`src/rtl/pad_share_arbiter.sv`:
```
// pad_share_arbiter: round-robin owner of a shared pad bank for
// three requesters (0 SPI ss, 1 PWM, 2 GPIO), with bus turnaround.
//
// Ports:
//   clk_i, rst_i      clock, synchronous active-high reset
//   req_i[2:0]        ownership request per requester
//   out_i, oe_i       requester pad data / output enable,
//                     slice [r*NPINS +: NPINS] is requester r
//   gnt_o[2:0]        registered one-hot (or zero) grant
//   pad_out_o         data to the pads
//   pad_oeb_o         pad output enable, active-low
//   busy_o            high in GRANT or TURN
//   revoke_o          one-cycle pulse after a forced MAX_HOLD revoke
module pad_share_arbiter #(
  parameter int NPINS    = 4,
  parameter int TURN_CYC = 2,
  parameter int MAX_HOLD = 0
) (
  input  logic                 clk_i,
  input  logic                 rst_i,
  input  logic [2:0]           req_i,
  input  logic [3*NPINS-1:0]   out_i,
  input  logic [3*NPINS-1:0]   oe_i,
  output logic [2:0]           gnt_o,
  output logic [NPINS-1:0]     pad_out_o,
  output logic [NPINS-1:0]     pad_oeb_o,
  output logic                 busy_o,
  output logic                 revoke_o
);

  typedef enum logic [1:0] {
    IDLE,
    GRANT,
    TURN
  } state_t;

  localparam logic [16:0] HOLD_LIM = 17'(MAX_HOLD);

  state_t      state_q, state_d;
  logic [2:0]  gnt_d;
  logic [1:0]  owner_q, owner_d;
  logic [1:0]  last_q, last_d;
  logic [15:0] hold_q, hold_d;
  logic [3:0]  turn_q, turn_d;
  logic        revoke_d;
  logic        hold_hit;
  logic        other_pend;

  // Earliest hit in the order last+1, last+2, last+3 (mod 3).
  // Scanning from the far end lets the nearest hit overwrite.
  function automatic logic [1:0] rr_pick(
    input logic [1:0] last,
    input logic [2:0] req
  );
    logic [1:0] pick;
    int         s;
    pick = 2'd0;
    for (int i = 3; i >= 1; i--) begin
      s = (int'(last) + i) % 3;
      if (req[s]) pick = 2'(s);
    end
    return pick;
  endfunction

  // hold_q counts completed grant cycles, so the cycle that
  // completes the MAX_HOLD-th one is the last one allowed.
  assign hold_hit = (MAX_HOLD != 0) &&
                    (({1'b0, hold_q} + 17'd1) >= HOLD_LIM);

  assign other_pend = |(req_i & ~gnt_o);

  always_comb begin
    state_d  = state_q;
    gnt_d    = gnt_o;
    owner_d  = owner_q;
    last_d   = last_q;
    hold_d   = hold_q;
    turn_d   = turn_q;
    revoke_d = 1'b0;
    unique case (state_q)
      IDLE: begin
        if (|req_i) begin
          owner_d = rr_pick(last_q, req_i);
          gnt_d   = 3'b001 << owner_d;
          hold_d  = '0;
          state_d = GRANT;
        end
      end
      GRANT: begin
        if (!req_i[owner_q] ||
            (hold_hit && other_pend)) begin
          gnt_d    = '0;
          last_d   = owner_q;
          // only a still-requesting owner is forcibly revoked
          revoke_d = req_i[owner_q];
          turn_d   = 4'(TURN_CYC);
          state_d  = (TURN_CYC == 0) ? IDLE : TURN;
        end else if (hold_q != 16'hFFFF) begin
          hold_d = hold_q + 16'd1;
        end
      end
      TURN: begin
        if (turn_q <= 4'd1) begin
          turn_d  = '0;
          state_d = IDLE;
        end else begin
          turn_d = turn_q - 4'd1;
        end
      end
      default: begin
        gnt_d   = '0;
        state_d = IDLE;
      end
    endcase
  end

  always_ff @(posedge clk_i) begin
    if (rst_i) begin
      state_q  <= IDLE;
      gnt_o    <= '0;
      owner_q  <= '0;
      last_q   <= 2'd2;
      hold_q   <= '0;
      turn_q   <= '0;
      revoke_o <= 1'b0;
    end else begin
      state_q  <= state_d;
      gnt_o    <= gnt_d;
      owner_q  <= owner_d;
      last_q   <= last_d;
      hold_q   <= hold_d;
      turn_q   <= turn_d;
      revoke_o <= revoke_d;
    end
  end

  assign busy_o = (state_q != IDLE);

  // Pads stay tri-stated while reset is held, even before the
  // first reset edge has cleared the grant register.
  always_comb begin
    pad_out_o = '0;
    pad_oeb_o = '1;
    if (!rst_i) begin
      unique case (1'b1)
        gnt_o[0]: begin
          pad_out_o = out_i[0 +: NPINS];
          pad_oeb_o = ~oe_i[0 +: NPINS];
        end
        gnt_o[1]: begin
          pad_out_o = out_i[NPINS +: NPINS];
          pad_oeb_o = ~oe_i[NPINS +: NPINS];
        end
        gnt_o[2]: begin
          pad_out_o = out_i[2*NPINS +: NPINS];
          pad_oeb_o = ~oe_i[2*NPINS +: NPINS];
        end
        default: ;
      endcase
    end
  end

endmodule

```
`config.mk`:
```
export PLATFORM = sky130hd
export DESIGN_NAME = pad_share_arbiter
export DESIGN_NICKNAME = d
export VERILOG_FILES = /design/src/rtl/pad_share_arbiter.sv
export SDC_FILE = /design/constraint.sdc
export NUM_CORES = 1
export LEC_CHECK = 0
export CORE_UTILIZATION = 41
export CTS_CLUSTER_DIAMETER = 200
export DETAILED_ROUTE_END_ITERATION = 7
export PLACE_DENSITY_LB_ADDON = 0.08
export SLEW_MARGIN = 0
export SYNTH_ARGS = -nofsm -noshare
export SYNTH_HDL_FRONTEND = slang
export SYNTH_SLANG_ARGS = --single-unit
```
`constraint.sdc`:
```
create_clock -name clk_i -period 3.2 [get_ports clk_i]
set_clock_uncertainty 0.15 [all_clocks]
set_input_delay 0.32 -clock clk_i [delete_from_list [all_inputs] [get_ports clk_i]]
set_output_delay 0.32 -clock clk_i [all_outputs]
set_load 0.05 [all_outputs]
```
; ---- Yosys cells after proc, flatten, opt, wreduce, memory -nomap -nowiden
; Cells that the tools add are included.
[classes]
add_sub_neg = 4
div = 3
magnitude_cmp = 5
eq_ne = 5
n_shift = 1
n_mux = 30
n_bitwise = 5
n_reduce_logical = 9
[op_table]
columns = operator, n
row1 = $lt 32x4->1 const B, 3
row2 = $mod 32x3->32 const B, 3
row3 = $pmux 4 s3, 2
row4 = $mux 2, 8
row5 = $mux 4, 4
row6 = $not 4->4, 3
row7 = $pmux 3 s3, 1
row8 = $bmux 1 s2, 4
row9 = $pmux 4 s2, 1
row10 = $mux 1, 7
row11 = $add 2x2->3 const B, 2
row12 = $mux 3, 2
row13 = $ne 2x2->1 const B, 3
row14 = $pmux 2 s3, 1
row15 = $reduce_and 2->1, 3
row16 = $reduce_and 3->1, 2
row17 = $le 4x1->1 const B, 1
row18 = $reduce_bool 2->1, 2
row19 = $sub 4x1->4 const B, 1
row20 = $add 2x1->3 const B, 1
row21 = $lt 2x3->1 const B, 1
row22 = $reduce_or 3->1, 1
row23 = $shl 1x2->3 const A, 1
row24 = $eq 2x1->1 const B, 1
row25 = 3 further kinds, 4
[word_totals]
reg_bits = 13
inputBits = 29
output_inout_bits = 13
word_cells = 67

; ---- Depth between registers and ports, before layout
[logic_depth]
word_depth = 13
ltp_mapped = 7
mapped_depth_nobuf = 6

; ---- Worst setup path before layout
; Ideal clock, no wire load.
[synth_timing]
path_type = reg-to-output
startpoint = register gnt_o[1]
endpoint = output pad_out_o[0]
t_arrival_ns = 1.948
required_ns = 2.730
path_slack_ns = 0.782
stages_incl_launch_ff = 5
path_buffers = 1
path_cell_list = dfxtp_1 -> buf_2 -> nor3_1 -> or2_2 -> nor2_1
[synth_between]
elab_chain_len = 2
[synth_rtl]
columns = item, line_no
row1 = from (decl), 24  ; output logic [2:0] gnt_o,
row2 = from (signal assigned), 128  ; gnt_o <= gnt_d;
row3 = $pmux 4 s3, 145  ; unique case (1'b1)
row4 = $mux 4, 144  ; if (!rst_i) begin
row5 = to (decl), 25  ; output logic [NPINS-1:0] pad_out_o,
; No other way between the ends.

; ---- Worst setup path after layout
; Ends and elaborated chain as after synthesis.

==> results.md <==
- DRT antenna net count: 0
- Worst path top cell family by delay: buffers and inverters
- TritonCTS buffer count: 3
- # fillers: 186
- CP max-delay cell: clkdlybuf4s50_1
- Fmax: 373 MHz
- Layout area overhead: 42.3%
- Worst-Skew Late Latency: 0.27 ns
- Worst IR Drop VDD: 0.235 mV
- Part of the power in registers: 36.0%
- Initial antenna violation count: 0
- Syn Inst Count: 125
- Setup bufs post-CTS: 0
- Xor/xnor share of the synthesized area: 0%
- Post-layout min period: 2.68 ns
- Type of origin of the critical path: flip-flop
- Top-area cell type share of the netlist area: 25.4%
- Longest Clk Path Bufs: 2
- Die W: 52.0 um
- Max stage delay on crit path: 0.81 ns
- Largest family of logic cells by synthesized area: compound AO/OA/AOI/OAI gates
- Core Area: 0.00228 mm^2
- Max-slew headroom: 66.5%
- CTS H-tree lvls: 1
- Cell taking the most area after synthesis: dfxtp_1
- Initial Util: 45.0%
- Post-Route Setup TNS: 0 ns
- Post-synth net total: 160
- CTS Sinks: 13
- Root Driver: clkbuf_4
- DRC violations left: 0
- Clock transition at path regs: 0.08 ns
- Synth Warn #: 0
- # diodes: 0
- Nets: 201
- CP cell instances: nor3_1 -> or2_2 -> nor2_1 -> clkdlybuf4s50_1
- Largest cells by area after synthesis: dfxtp_1, ha_1, nand2b_1
- Syn Area/Cell: 8.19 um^2
- Critical path buffer and inverter count: 1
- RSZ-0062 raised after global routing: false
- Port-buffer cells: 40
- Worst Tran Pin Value: 0.502 ns
- Outcome: completed
- Combinational share of power: 45.8%
- Die area: 0.00270 mm^2
- Max-Cap Viols: 0
- Netlist cell types: 45
- Initial DRC Count: 43
- Power share of the clock group: 18.2%
- Wire length per cell: 13.3 um
- Routed WL: 2560 um
- Switching share of power: 39.6%
- Pin count of the biggest net entering global routing: 14
- CTS tree: built
- Fraction of the mapped netlist area in adder cells: 7.33%
- Seq. cell area: 260 um^2
- Pre-CTS WS: 0.680 ns
- Max-slew violations: 0
- Cts repair resizes: 0
- Sequential share of the synthesized area: 25.4%
- FP Rows: 17
- Hold Fails Final Rpt: 0
- First-pass GRT wire length: 4240 um
- PwrDens: 385 mW/mm^2
- Multi-input logic area: 697 um^2
- Leakage: 0.537 nW
- Setup-failing EPs final: 0
- Share of synthesized area spent on multiplexers: 4.28%
- Placed wire-length estimate: 2040 um
- Cell Area, Synth: 0.00102 mm^2
- Hold_buf cts: 0
- GR Util All Layers: 21.0%
- WS Path Type: reg -> out
- I/O Pins: 42
- Share of layout cells above drive strength 1: 7.27%
- CP arrival: 2.21 ns
- Synth Area in Compound Gates: 30.2%
- Simple logic cell fraction of the synthesized area: 25.9%
- DR pass1 iterations: 4
- Post-synthesis register bit count: 13
- Number of global-route vias before repair: 977
- GP Congestion: 0.748
- Total number of vias: 1082
- Crit path required time: 2.73 ns
- Die Span Y: 52.0 um
- GRT overflow: 0
- Post-route core utilization: 64.0%
- Final Cycle Share: 83.7%
- Crit-path max FO: 11
- Via-to-Cell Ratio: 5.61
- Crit path setup slack, layout: 0.521 ns
- Switch Pwr: 0.222 mW
- Setup crit end kind: output pin
- Pint: 0.339 mW
- Hold WC Path Type: reg -> reg
## through the flow
step / power [mW] / hold WS, ns / cell area (um^2) / cells
2_1_floorplan: 0.374 / 0.279 / 1020 / 125
3_3_place_gp: 0.458 / 0.351 / 1430 / 189
3_5_place_dp: 0.462 / 0.361 / 1430 / 189
4_1_cts: 0.565 / 0.379 / 1460 / 193
5_1_grt: 0.600 / 0.409 / 1460 / 193
6_report: 0.561 / 0.370 / 1460 / 193
## cells in the mapped netlist, drive strengths merged
cell type,number
a211o,1
a21oi,9
a222oi,4
a22o,2
a22oi,1
a31o,1
and2,1
and2b,2
and3,1
buf,3
clkbuf,2
conb,1
dfxtp,13
ha,6
inv,8
mux2i,4
nand2,9
nand2b,9
nand3,4
nand3b,2
nand4b,1
nand4bb,1
nor2,12
nor2b,2
nor3,2
nor4,1
o2111ai,4
o211ai,2
o21a,1
o21ai,6
o21bai,1
o221a,1
o221ai,1
o22ai,1
o311ai,1
o31a,2
o31ai,1
or2,1
or3,1
## flip-flops by register name, summed over array words and instances, names as in the netlist
name / count
gnt_o: 3
last_q: 2
owner_q: 2
state_q: 2
turn_q: 4
## cell families after synthesis
logic type	count (synthesis)
mux	4
simple gates	49
flops	13
compound gates	39
buf+inv	13
other cells	1
fa+ha+maj	6
## metal layers
| layer | GRT usage [%] | up-vias | share of wire [%] |
|---|---|---|---|
| li1 | - | 545 | - |
| met1 | 24.6 | 506 | 46 |
| met2 | 38.0 | 29 | 49 |
| met3 | 5.56 | 2 | 5.0 |
| met4 | 4.05 | 0 | 0.23 |
| met5 | 0 | - | 0 |
## power groups by stage
stage	Sequential, mW	Combinational [mW]	Clock, mW
2_1_floorplan	0.207	0.166	0
3_3_place_gp	0.205	0.253	0
3_5_place_dp	0.205	0.256	0
6_report	0.202	0.257	0.102
4_1_cts	0.202	0.258	0.105
5_1_grt	0.205	0.278	0.117
## cell type report
cell class / count / area share [%]
clock buffer: 4 / 1.80
inverter: 8 / 2.06
multi-input combinational: 99 / 47.9
sequential: 13 / 17.9
tap: 28 / 2.41
timing repair buffer: 41 / 28.0
## placed cells by master (no fill, tap or decap), drive strengths merged, types with 4 or more instances in the layout
cell type      instances
inv                    8
nor2                  12
nand2                  9
clkbuf                 4
mux2i                  4
o21ai                  6
a222oi                 4
o2111ai                4
ha                     6
clkdlybuf4s50         40
nand3                  4
nand2b                 9
dfxtp                 13
a21oi                  9
## worst register-to-register path: stages (launching register included)
cell and delay (ns):
dfxtp_1 0.40, inv_1 0.08, ha_1 0.42, nand2_1 0.08
o221a_2 0.29, o21bai_1 0.20, a21oi_1 0.09
## final timing paths
check / start / to / slack (ns) / cells after the start
min: last_q[0] / last_q[0] / 0.37 / 2
min reg2reg: last_q[0] / last_q[0] / 0.37 / 2
max: gnt_o[1] / pad_out_o[0] / 0.52 / 4
max reg2reg: last_q[0] / gnt_o[1] / 1.38 / 6
No activity file was read; power rests on OpenSTA's default activity.
